--- src/rtl/mem_ctrl.sv ---
// Byte-serial RAM controller: arbitrates instruction fetch and MEM-stage load/store
// onto one byte-wide synchronous RAM, assembling/splitting 32-bit words little-endian.
module mem_ctrl #(
    parameter int ADDR_W = 17
) (
    input  logic              clk,
    input  logic              reset,
    input  logic              if_read,
    input  logic [31:0]       if_addr,
    output logic              if_ready,
    output logic [31:0]       if_data,
    input  logic              mem_read,
    input  logic              mem_write,
    input  logic [31:0]       mem_addr,
    input  logic [1:0]        mem_len,
    input  logic [31:0]       mem_wdata,
    output logic              mem_ready,
    output logic [31:0]       mem_rdata,
    output logic              ram_rw,
    output logic [ADDR_W-1:0] ram_addr,
    output logic [7:0]        ram_dout,
    input  logic [7:0]        ram_din
);

    typedef enum logic [1:0] {IDLE, READ, WRITE, DONE} state_t;

    state_t              r_state;
    logic [2:0]          r_cnt;
    logic [2:0]          r_len;
    logic                r_own_mem;
    logic [31:0]         r_wdata;
    logic [31:0]         r_buf;
    logic                r_if_ready;
    logic                r_mem_ready;
    logic [31:0]         r_if_data;
    logic [31:0]         r_mem_rdata;
    logic                r_rw;
    logic [ADDR_W-1:0]   r_addr;
    logic [7:0]          r_dout;

    logic [2:0]          w_len;
    logic [31:0]         w_word;
    logic [7:0]          w_next_byte;
    logic                w_owner_req;

    assign if_ready  = r_if_ready;
    assign mem_ready = r_mem_ready;
    assign if_data   = r_if_data;
    assign mem_rdata = r_mem_rdata;
    assign ram_rw    = r_rw;
    assign ram_addr  = r_addr;
    assign ram_dout  = r_dout;

    assign w_owner_req = r_own_mem ? mem_read : if_read;

    always_comb begin
        w_len = 3'd4;
        case (mem_len)
            2'd0:    w_len = 3'd1;
            2'd1:    w_len = 3'd2;
            default: w_len = 3'd4;
        endcase
    end

    // ram_din arriving now belongs to the byte addressed one cycle earlier (lane r_cnt-1)
    always_comb begin
        w_word = r_buf;
        case (r_cnt)
            3'd1:    w_word[7:0]   = ram_din;
            3'd2:    w_word[15:8]  = ram_din;
            3'd3:    w_word[23:16] = ram_din;
            3'd4:    w_word[31:24] = ram_din;
            default: w_word        = r_buf;
        endcase
    end

    always_comb begin
        w_next_byte = r_wdata[31:24];
        case (r_cnt)
            3'd0:    w_next_byte = r_wdata[15:8];
            3'd1:    w_next_byte = r_wdata[23:16];
            default: w_next_byte = r_wdata[31:24];
        endcase
    end

    always_ff @(posedge clk) begin
        if (!reset) begin
            r_state     <= IDLE;
            r_cnt       <= 3'd0;
            r_len       <= 3'd0;
            r_own_mem   <= 1'b0;
            r_wdata     <= 32'd0;
            r_buf       <= 32'd0;
            r_if_ready  <= 1'b0;
            r_mem_ready <= 1'b0;
            r_if_data   <= 32'd0;
            r_mem_rdata <= 32'd0;
            r_rw        <= 1'b0;
            r_addr      <= '0;
            r_dout      <= 8'd0;
        end else begin
            r_if_ready  <= 1'b0;
            r_mem_ready <= 1'b0;
            case (r_state)
                IDLE: begin
                    r_cnt <= 3'd0;
                    r_buf <= 32'd0;
                    if (mem_write) begin
                        r_state   <= WRITE;
                        r_len     <= w_len;
                        r_own_mem <= 1'b1;
                        r_wdata   <= mem_wdata;
                        r_rw      <= 1'b1;
                        r_addr    <= mem_addr[ADDR_W-1:0];
                        r_dout    <= mem_wdata[7:0];
                    end else if (mem_read) begin
                        r_state   <= READ;
                        r_len     <= w_len;
                        r_own_mem <= 1'b1;
                        r_addr    <= mem_addr[ADDR_W-1:0];
                    end else if (if_read) begin
                        r_state   <= READ;
                        r_len     <= 3'd4;
                        r_own_mem <= 1'b0;
                        r_addr    <= if_addr[ADDR_W-1:0];
                    end
                end
                READ: begin
                    // owner dropped its request (e.g. branch flush): abandon silently
                    if (!w_owner_req) begin
                        r_state <= IDLE;
                        r_cnt   <= 3'd0;
                    end else begin
                        r_buf <= w_word;
                        if (r_cnt == r_len) begin
                            r_state <= DONE;
                            r_cnt   <= 3'd0;
                            if (r_own_mem) begin
                                r_mem_rdata <= w_word;
                                r_mem_ready <= 1'b1;
                            end else begin
                                r_if_data  <= w_word;
                                r_if_ready <= 1'b1;
                            end
                        end else begin
                            r_cnt <= r_cnt + 3'd1;
                            if (r_cnt + 3'd1 < r_len)
                                r_addr <= r_addr + 1'b1;
                        end
                    end
                end
                WRITE: begin
                    if (r_cnt + 3'd1 < r_len) begin
                        r_cnt  <= r_cnt + 3'd1;
                        r_addr <= r_addr + 1'b1;
                        r_dout <= w_next_byte;
                    end else begin
                        r_state     <= DONE;
                        r_cnt       <= 3'd0;
                        r_rw        <= 1'b0;
                        r_mem_ready <= 1'b1;
                    end
                end
                default: begin
                    r_state <= IDLE;
                end
            endcase
        end
    end

endmodule
--- config.mk ---
export PLATFORM = sky130hd
export DESIGN_NAME = mem_ctrl
export DESIGN_NICKNAME = d
export VERILOG_FILES = /design/src/rtl/mem_ctrl.sv
export SDC_FILE = /design/constraint.sdc
export NUM_CORES = 1
export LEC_CHECK = 0
export CAP_MARGIN = 20
export CORE_UTILIZATION = 40
export CTS_CLUSTER_DIAMETER = 150
export CTS_CLUSTER_SIZE = 25
export DETAILED_ROUTE_END_ITERATION = 7
export HOLD_SLACK_MARGIN = 0.1
export PLACE_DENSITY = 0.69
export SYNTH_ARGS = -nofsm -noshare
export SYNTH_HDL_FRONTEND = slang
export SYNTH_SLANG_ARGS = --single-unit
--- constraint.sdc ---
create_clock -name clk -period 3.35 [get_ports clk]
set_input_delay 0.5025 -clock clk [delete_from_list [all_inputs] [get_ports clk]]
set_output_delay 0.5025 -clock clk [all_outputs]
set_load 0.02 [all_outputs]
==> results summary, run 1 <==
The flow ran to the end, and the final reports show no timing, DRC or antenna violations. After detailed routing, the average wire length per cell comes to 15.74 microns. The number of pins exceeding their max-slew limit in the final report came to 0. The die covers 18600 sq um. The required time at the worst-slack endpoint came out at 3.73 ns. The min-delay analysis places its worst path in the category register to register. The slowest stage of the critical path is the dfxtp_1 cell. The share of the yosys chip area belonging to registers came out at 43.52%. The total area of multi-input combinational cells came out at 3684 sq um.

The standby leakage power came out at 3.175 nW. For this run, the slowest stage of the critical path takes 0.50 ns. The effective utilization at floorplan is 41.32%. The setup skew after layout is 0.01350 ns. The final count of negative-setup-slack endpoints is 0. The area of all sequential standard cells is 3143 sq um. The number of H-tree levels is 4.

The part of the cycle the worst path needs came out at 82.65%. The number of fill cells in the layout is 1600. The per-instance average area after synthesis is 8.618 sq um. After detailed routing, the number of vias per cell comes to 5.365. The overall power of the completed layout came out at 0.006723 W. The DRC violation count after routing came out at 0. The worst setup path is launched from a register. For the worst-skew pair, the clock arrives at the later sink with an insertion delay of 0.43 ns. The start of the worst register-to-register path is r_cnt[2]$_SDFFE_PN0P_. The antenna violation net count after detailed routing is 0. The post-CTS repair timing setup buffer count is 0. The wire length of the first global-routing pass is 30.33 mm. The number of instances resized during post-cts repair is 0. The time the final worst path needs with I/O delays and setup came out at 2.769 ns.

Measured along the y axis, the die boundary spans 136.4 microns. The initial antenna violation count is 0. The number of distinct library cell variants in the gate-level netlist after synthesis came out at 58.

The slew at the pin closest to its max-slew limit came out at 1.051 ns. The setup slack of the worst register-to-register path came out at 0.58 ns. The number of instances in the synthesized netlist came out at 838.

The largest fanout of any net on the critical path came out at 18. The final count of hold timing violations came out at 0. The first routing iteration left 354 violations. The antenna cell count is 0. After floorplanning, the core was divided into 48 placement rows. The overall die width came out at 136.4 microns. The proportion of synthesized flip-flops having asynchronous set or reset came out at 0%.

In this run, synthesis produced a sequential element count of 157. The worst vdd rail ir drop is 498.0 uV. The share of post-route cells with drive strength above 1 is 8.784%.

The count of cells along the worst register-to-register path is 9. The longest clock path from root to sink contains 2 buffers. The maximum frequency from static timing analysis is 361.2 MHz. The area added between synthesis and finish is 32.48%. 203 I/O pins were placed. TritonCTS built the clock tree. The overall fraction of global-route tracks in use came out at 20.91%. The kind of critical path is register to register.

The overflow left after global routing came out at 0. Hold repair after CTS inserted 0 buffers. During synthesis, Yosys emitted a total of 0 warnings.

Traced cell by cell, the critical path runs through clkinv_1 > ha_1 > inv_1 > ha_1 > o21ai_0 > a21oi_2 > buf_4 > nand2b_4 > o221a_2. The arrival time of data at the critical path endpoint came out at 3.14 ns. The maximum number of pins on one net before global-route repair is 83.

The total via count in the routed design came out at 6459. At the end of routability-driven placement, the weighted congestion stood at 0.7591. The number of enable-type register cells in the synthesized netlist is 0. The most prevalent standard cell on the critical path is ha_1. The final wirelength came out at 18.95 mm. The path with the worst hold slack has its endpoint at r_wdata[15]$_SDFFE_PN0P_. After routing, the total negative slack on setup checks comes to 0 ns.

Setup repair after global routing left no endpoint under its margin. The most used flip-flop cell after synthesis is dfxtp_1. The clock-pin transition on the worst setup and hold timing paths is 0.07 ns. The via count of the first global-routing pass is 6024. The total power per unit cell area came out at 702.7 nW/um^2. The number of input and output port buffers inserted is 172. The count of buffer and inverter cells on the critical path came out at 3. In this run the critical register-to-register path is captured at ram_addr[9]$_SDFFE_PN0P_. Before antenna repair, the detailed router went through 5 iterations. On the critical path the largest part of the delay comes from adder cells. The number of maximum-capacitance constraint violations came out at 0. The worst hold path begins at r_wdata[15]$_SDFFE_PN0P_.

The total clock sinks is 157. In this run the tightest slew margin relative to its limit is 29.80%. The core region is 17480 sq um.

At the end of the flow, the number of nets in the layout was 1091. The number of stages on the worst hold path is 2. The post-synthesis instance area is 7222 sq um. The number of buffers added by the clock tree synthesis step came out at 17. The cell sitting at the root of the clock tree is a clkbuf_16.

STA classifies the critical path endpoint as a register. The total nets after synthesis came out at 963. The sum of net half-perimeters after detailed placement came out at 12.95 mm.
logic make-up after synthesis:
group | count (synthesis) | synth area share (%)
AOI/OAI and AO/OA | 250 | 24.90
muxes | 38 | 5.353
buffers and inverters | 89 | 5.665
xor gates and xnor gates | 2 | 0.3466
adders and majority gates | 14 | 2.426
and+or+nand+nor | 288 | 17.79
DFF | 157 | 43.52
how the worst max path moves through the flow:
| stage | from | end | slack [ns] | cells after the start |
|---|---|---|---|---|
| 4_1_cts | r_cnt[2]$_SDFFE_PN0P_ | ram_addr[9]$_SDFFE_PN0P_ | 0.59 | 9 |
| 2_1_floorplan | r_cnt[2]$_SDFFE_PN0P_ | ram_addr[1]$_SDFFE_PN0P_ | 0.97 | 10 |
| 6_report | r_cnt[2]$_SDFFE_PN0P_ | ram_addr[9]$_SDFFE_PN0P_ | 0.58 | 9 |
| 5_1_grt | r_cnt[2]$_SDFFE_PN0P_ | ram_dout[1]$_SDFFE_PN0P_ | 0.29 | 8 |
| 3_5_place_dp | r_cnt[2]$_SDFFE_PN0P_ | ram_addr[8]$_SDFFE_PN0P_ | 0.60 | 9 |
| 3_3_place_gp | r_cnt[2]$_SDFFE_PN0P_ | ram_addr[9]$_SDFFE_PN0P_ | 0.63 | 9 |
metal layers:
| layer | global-route usage [%] | wire [microns] | vias up |
|---|---|---|---|
| li1 | - | - | 3269 |
| met1 | 27.81 | 9032 | 3012 |
| met2 | 33.28 | 8871 | 165 |
| met3 | 4.959 | 836 | 13 |
| met4 | 6.420 | 205 | 0 |
| met5 | 0 | 0 | - |
state kept, by name, summed over array words and instances (netlist names):
register,flops
r_cnt,3
mem_rdata,32
mem_ready,1
if_data,32
r_own_mem,1
if_ready,1
ram_dout,8
r_state,2
r_buf,32
ram_addr,17
r_len,3
r_wdata,24
ram_rw,1
power by group:
group,internal [W],total (W),switching (W)
clock network,0.00104,0.00185,0.000817
registers,0.00216,0.00238,0.000220
logic,0.00103,0.00249,0.00146
total,0.00423,0.00672,0.00250
worst min-delay path: stages (launching register included):
cell and delay [ns]:
dfxtp_1 0.31, nand2_1 0.05, a21oi_1 0.05
cells in the final DEF (no fill, tap or decap), types with 3 or more instances in the layout:
cell type,synthesis,final
clkinvlp_4,0,4
nand2_1,114,114
buf_4,5,7
o2111ai_1,8,8
dfxtp_1,157,157
clkbuf_16,0,17
a211oi_1,60,60
clkdlybuf4s50_1,0,172
o21ai_1,4,4
nor2b_1,3,3
nand3_1,51,51
inv_6,0,5
buf_12,0,3
mux2i_1,36,36
a21oi_1,86,86
o22ai_1,4,4
o221a_2,7,7
nor2_1,78,77
nor3_1,8,8
inv_1,14,13
a221o_1,8,8
a31oi_1,4,4
or2_2,3,3
ha_1,14,14
a22o_1,8,8
and2_1,10,10
and3_1,3,3
or3_1,3,3
a211oi_2,21,21
o21ai_0,23,23
a22oi_1,3,3
synthesized netlist by cell type, types with 3 or more instances:
cell type	number	area [sq um]
a31oi_1	4	25.02
clkbuf_1	39	146.4
and2_1	10	62.56
inv_1	14	52.55
or2_2	3	18.77
a21oi_1	86	430.4
buf_2	15	75.07
and3_1	3	18.77
dfxtp_1	157	3143
o22ai_1	4	25.02
a211oi_1	60	450.4
o221a_2	7	78.83
or3_1	3	18.77
nor3_1	8	40.04
nand3_1	51	255.2
nor2b_1	3	18.77
o2111ai_1	8	70.07
a221o_1	8	80.08
buf_1	9	33.78
nor2_1	78	292.8
buf_4	5	37.54
nand2_1	114	427.9
ha_1	14	175.2
o21ai_1	4	20.02
a22oi_1	3	22.52
o21ai_0	23	115.1
a211oi_2	21	262.8
buf_6	5	56.30
mux2i_1	36	360.4
a22o_1	8	70.07
cell type report:
type                    count  area share (%)
multi-input cells         592           38.50
flip-flops and latches    157           32.85
clock buffers              18           4.485
clock inverters            14           1.399
repair buffers            182           19.17
well taps                 225           2.942
inverters                  16          0.6539
metrics by stage:
stage               util, %  hold slack, ns  setup slack (ns)  instances  area [sq um]
floorplan                 -          0.4360            0.9711        838          7222
global placement      51.52          0.4421            0.6272       1172          9005
detailed placement    51.52          0.4468            0.6044       1172          9005
CTS                   54.75          0.4556            0.5898       1204          9568
global route          54.75          0.4717            0.2857       1204          9568
finish                54.75          0.4527            0.5811       1204          9568
Power figures use the tool's default switching activity.
==> inputs of run 2 (changes only) <==
PLACE_DENSITY = 0.71   (was 0.69)
clock period = 2.2 ns   (was 3.35 ns; I/O delays follow)
==> results summary, run 2 (same netlist as run 1, synthesis figures left out) <==
The DRC violation count after routing is 0 (unchanged). The number of maximum-capacitance constraint violations is 0 (unchanged). The antenna cell count came out at 0 (unchanged). The tree is rooted in a clkbuf_16.

The total power per unit cell area is 1089 nW/um^2 (+55%). The required time at the worst-slack endpoint is 2.54 ns (-1.19 ns). The net switching power came out at 0.003894 W (+56%). The slowest library cell on the worst path is dfxtp_2. The maximum root-to-sink buffer count is 2 (unchanged). The area of all sequential standard cells is 3146 sq um (about the same). The floorplan die area is 18600 sq um (unchanged). The time the final worst path needs with I/O delays and setup is 2.107 ns (-0.6616 ns). Setup repair after global routing could not meet its margin everywhere.

The number of H-tree levels is 4 (unchanged). The worst vdd rail ir drop is 655.9 uV (+32%). The slack of the critical path came to 0.09276 ns (-0.4884 ns). The kind of critical path is register to register. The design internal power came out at 0.007200 W (+70%).

The total clock sinks was 157 (unchanged). The post-detailed-route via-to-cell ratio is 5.421 (+1.1%). The fraction of met3 tracks used by global routing is 3.915% (-1.0 points). The site row count is 48 (unchanged).

The part of the cycle the worst path needs came out at 95.78% (+13 points). The standby leakage power is 3.504 nW (+10%). The final count of negative-setup-slack endpoints came out at 0 (unchanged). The worst setup path is launched from a register. The setup skew after layout is 0.008395 ns (-0.005106 ns). In this run the worst hold path is classified as input pin to register. The arrival time of data at the critical path endpoint is 2.44 ns (-0.70 ns).

In this run the critical register-to-register path is launched from r_cnt[0]$_SDFFE_PN0P_. In this run the most critical hold path is launched from mem_wdata[10]. The placeable core area came out at 17480 sq um (unchanged). The setup slack of the worst register-to-register path came out at 0.09 ns (-0.49 ns). The initial antenna violation count came to 0 (unchanged).

In this run the most used layer during global routing was met2. The final count of hold timing violations came out at 0 (unchanged). The number of detailed-routing iterations run before antenna repair came out at 5 (unchanged). The net total in the final layout came out at 1135 (+4.0%). The boundary pin count was 203 (unchanged). The sum of net half-perimeters after detailed placement came out at 13.76 mm (+6.2%). The sequential share of power is 32.6% (-2.8 points). The maximum cell stage delay along the critical path came out at 0.34 ns (-0.16 ns). The pre-CTS setup slack is -0.07669 ns (-0.6811 ns). The number of design-rule violations left by the first detailed-router iteration came out at 454 (+28%). The share of post-route cells with drive strength above 1 came to 13.88% (+5.1 points). The number of buffers added by the clock tree synthesis step is 17 (unchanged). The number of pins exceeding their max-slew limit in the final report is 0 (unchanged). The wire length of the first global-routing pass was 31.77 mm (+4.8%).

The number of input and output port buffers inserted came out at 172 (unchanged). The final RePlAce weighted congestion came out at 0.8253 (+8.7%). The clock power share is 29.7% (+2.1 points). The total area of multi-input combinational cells came out at 3745 sq um (+1.7%). The top cell types in the final layout, fill and taps aside, are clkdlybuf4s50_1, dfxtp_1, nand2_1, a21oi_1, nor2_1.

The total via count in the routed design came to 6766 (+4.8%). The met2 track demand over resource came out at 35.28% (+2.0 points). The final wirelength was 20.37 mm (+7.5%).

The clock latency of the later-clocked register in the worst-skew pair came out at 0.43 ns (about the same). The signal on the critical path passes through buf_4 > buf_4 > ha_1 > inv_1 > nand4_2 > buf_4 > nor2_4 > buf_12 > clkbuf_16 > nor2_1 > a211oi_1. The combinational share of power is 37.7% (+0.7 points).

TritonCTS built the clock tree. The nature of the critical path endpoint is a register. The height of the die is 136.4 microns (unchanged). The clock-pin transition on the worst setup and hold timing paths is 0.06 ns (about the same). Compared with the post-synthesis result, the final layout area differs by 41.04%.

The maximum frequency from static timing analysis is 474.6 MHz (+31%). The number of fill cells in the layout is 1502 (-6.1%). The overall fraction of global-route tracks in use is 21.71% (+0.80 points). The tightest slew margin relative to the limit came out at 62.16% (+32 points). The met1 global-route usage is 28.40% (+0.59 points). The most numerous cell type found on the critical path is buf_4. The most critical setup path has its startpoint at r_cnt[0]$_SDFFE_PN0P_. The effective utilization at floorplan came to 41.32% (unchanged). The largest fanout of any net on the critical path came to 16 (-2). The overall die width is 136.4 microns (unchanged). The overflow left after global routing is 0 (unchanged). The library cell used most frequently in the layout, excluding fill and tap cells, is clkdlybuf4s50_1. The via count of the first global-routing pass came out at 6294 (+4.5%).

The maximum number of pins on one net before global-route repair is 66 (-20%). The slew at the pin closest to its max-slew limit came out at 0.5649 ns (-0.4858 ns). The routed length per instance is 16.32 microns (+3.7%). The antenna violation net count after detailed routing was 0 (unchanged). The flow ran to the end, and the final reports show no timing, DRC or antenna violations. The end-of-flow core utilization is 58.28% (+3.5 points).

The net switching fraction of the power is 35.10% (-2.0 points).
==> run 2: changes by cell type in the layout (fill, tap and decap cells not counted), moves of 3 or more <==
cell	delta
ha_1	-3
bufinv_16	+4
clkinvlp_4	-3
buf_4	+35
inv_6	-3
ha_4	+3
buf_12	+6
==> run 2: area by class of cell <==
class                           instances  share of cell area, %
Clock inverter                         12                  2.051
Clock buffer                           20                  4.385
Multi-Input combinational cell        592                  36.76
Sequential cell                       157                  30.88
Timing Repair Buffer                  226                  22.53
Inverter                               16                 0.6265
Tap cell                              225                  2.764
==> run 2: power by group through the flow <==
| stage | clock network (W) | logic (W) | registers (W) |
|---|---|---|---|
| 2_1_floorplan | 0 | 0.00216 | 0.00402 |
| 3_3_place_gp | 0 | 0.00405 | 0.00367 |
| 3_5_place_dp | 0 | 0.00409 | 0.00368 |
| 4_1_cts | 0.00333 | 0.00411 | 0.00362 |
| 5_1_grt | 0.00345 | 0.00454 | 0.00367 |
| 6_report | 0.00329 | 0.00418 | 0.00362 |
==> run 2: final timing paths <==
kind,to,cells after the start
min reg2reg,r_wdata[31]$_SDFFE_PN0P_,2
max reg2reg,mem_rdata[6]$_SDFFE_PN0P_,11
min,r_wdata[10]$_SDFFE_PN0P_,3
max,mem_rdata[6]$_SDFFE_PN0P_,11
==> run 2: per-layer routing <==
layer | share of wire [%] | vias to the layer above
met5 | 0 | -
met2 | 48 | 233
met4 | 2.0 | 0
met3 | 5.9 | 35
met1 | 45 | 3150
li1 | - | 3348
==> run 2: critical path, delay by kind of cell (launching register included) <==
kind                       cells  cell delay (ns)
and+or+nand+nor                3             0.34
adders and majority gates      1             0.28
AOI/OAI and AO/OA              1             0.20
DFF                            1             0.34
buffers and inverters          6             0.86
==> run 2: per-stage QoR <==
stage               power (W)  hold WS, ns  instance area (sq um)  instances  setup TNS, ns
floorplan            0.006179       0.4360                   7226        838              0
global placement     0.007718       0.4423                   9375       1211        -0.1384
detailed placement   0.007765       0.4466                   9375       1211        -0.2807
CTS                   0.01106       0.4408                  10050       1244              0
global route          0.01166       0.4589                  10190       1248       -0.02096
finish                0.01109       0.4529                  10190       1248              0
==> run 2: timing repair <==
item,CTS,global route
cloned,0,2
endpoints found under the setup margin,13,48
gates resized for setup,2,12
setup buffers,1,2
hold buffers,0,0
pin swaps,0,6
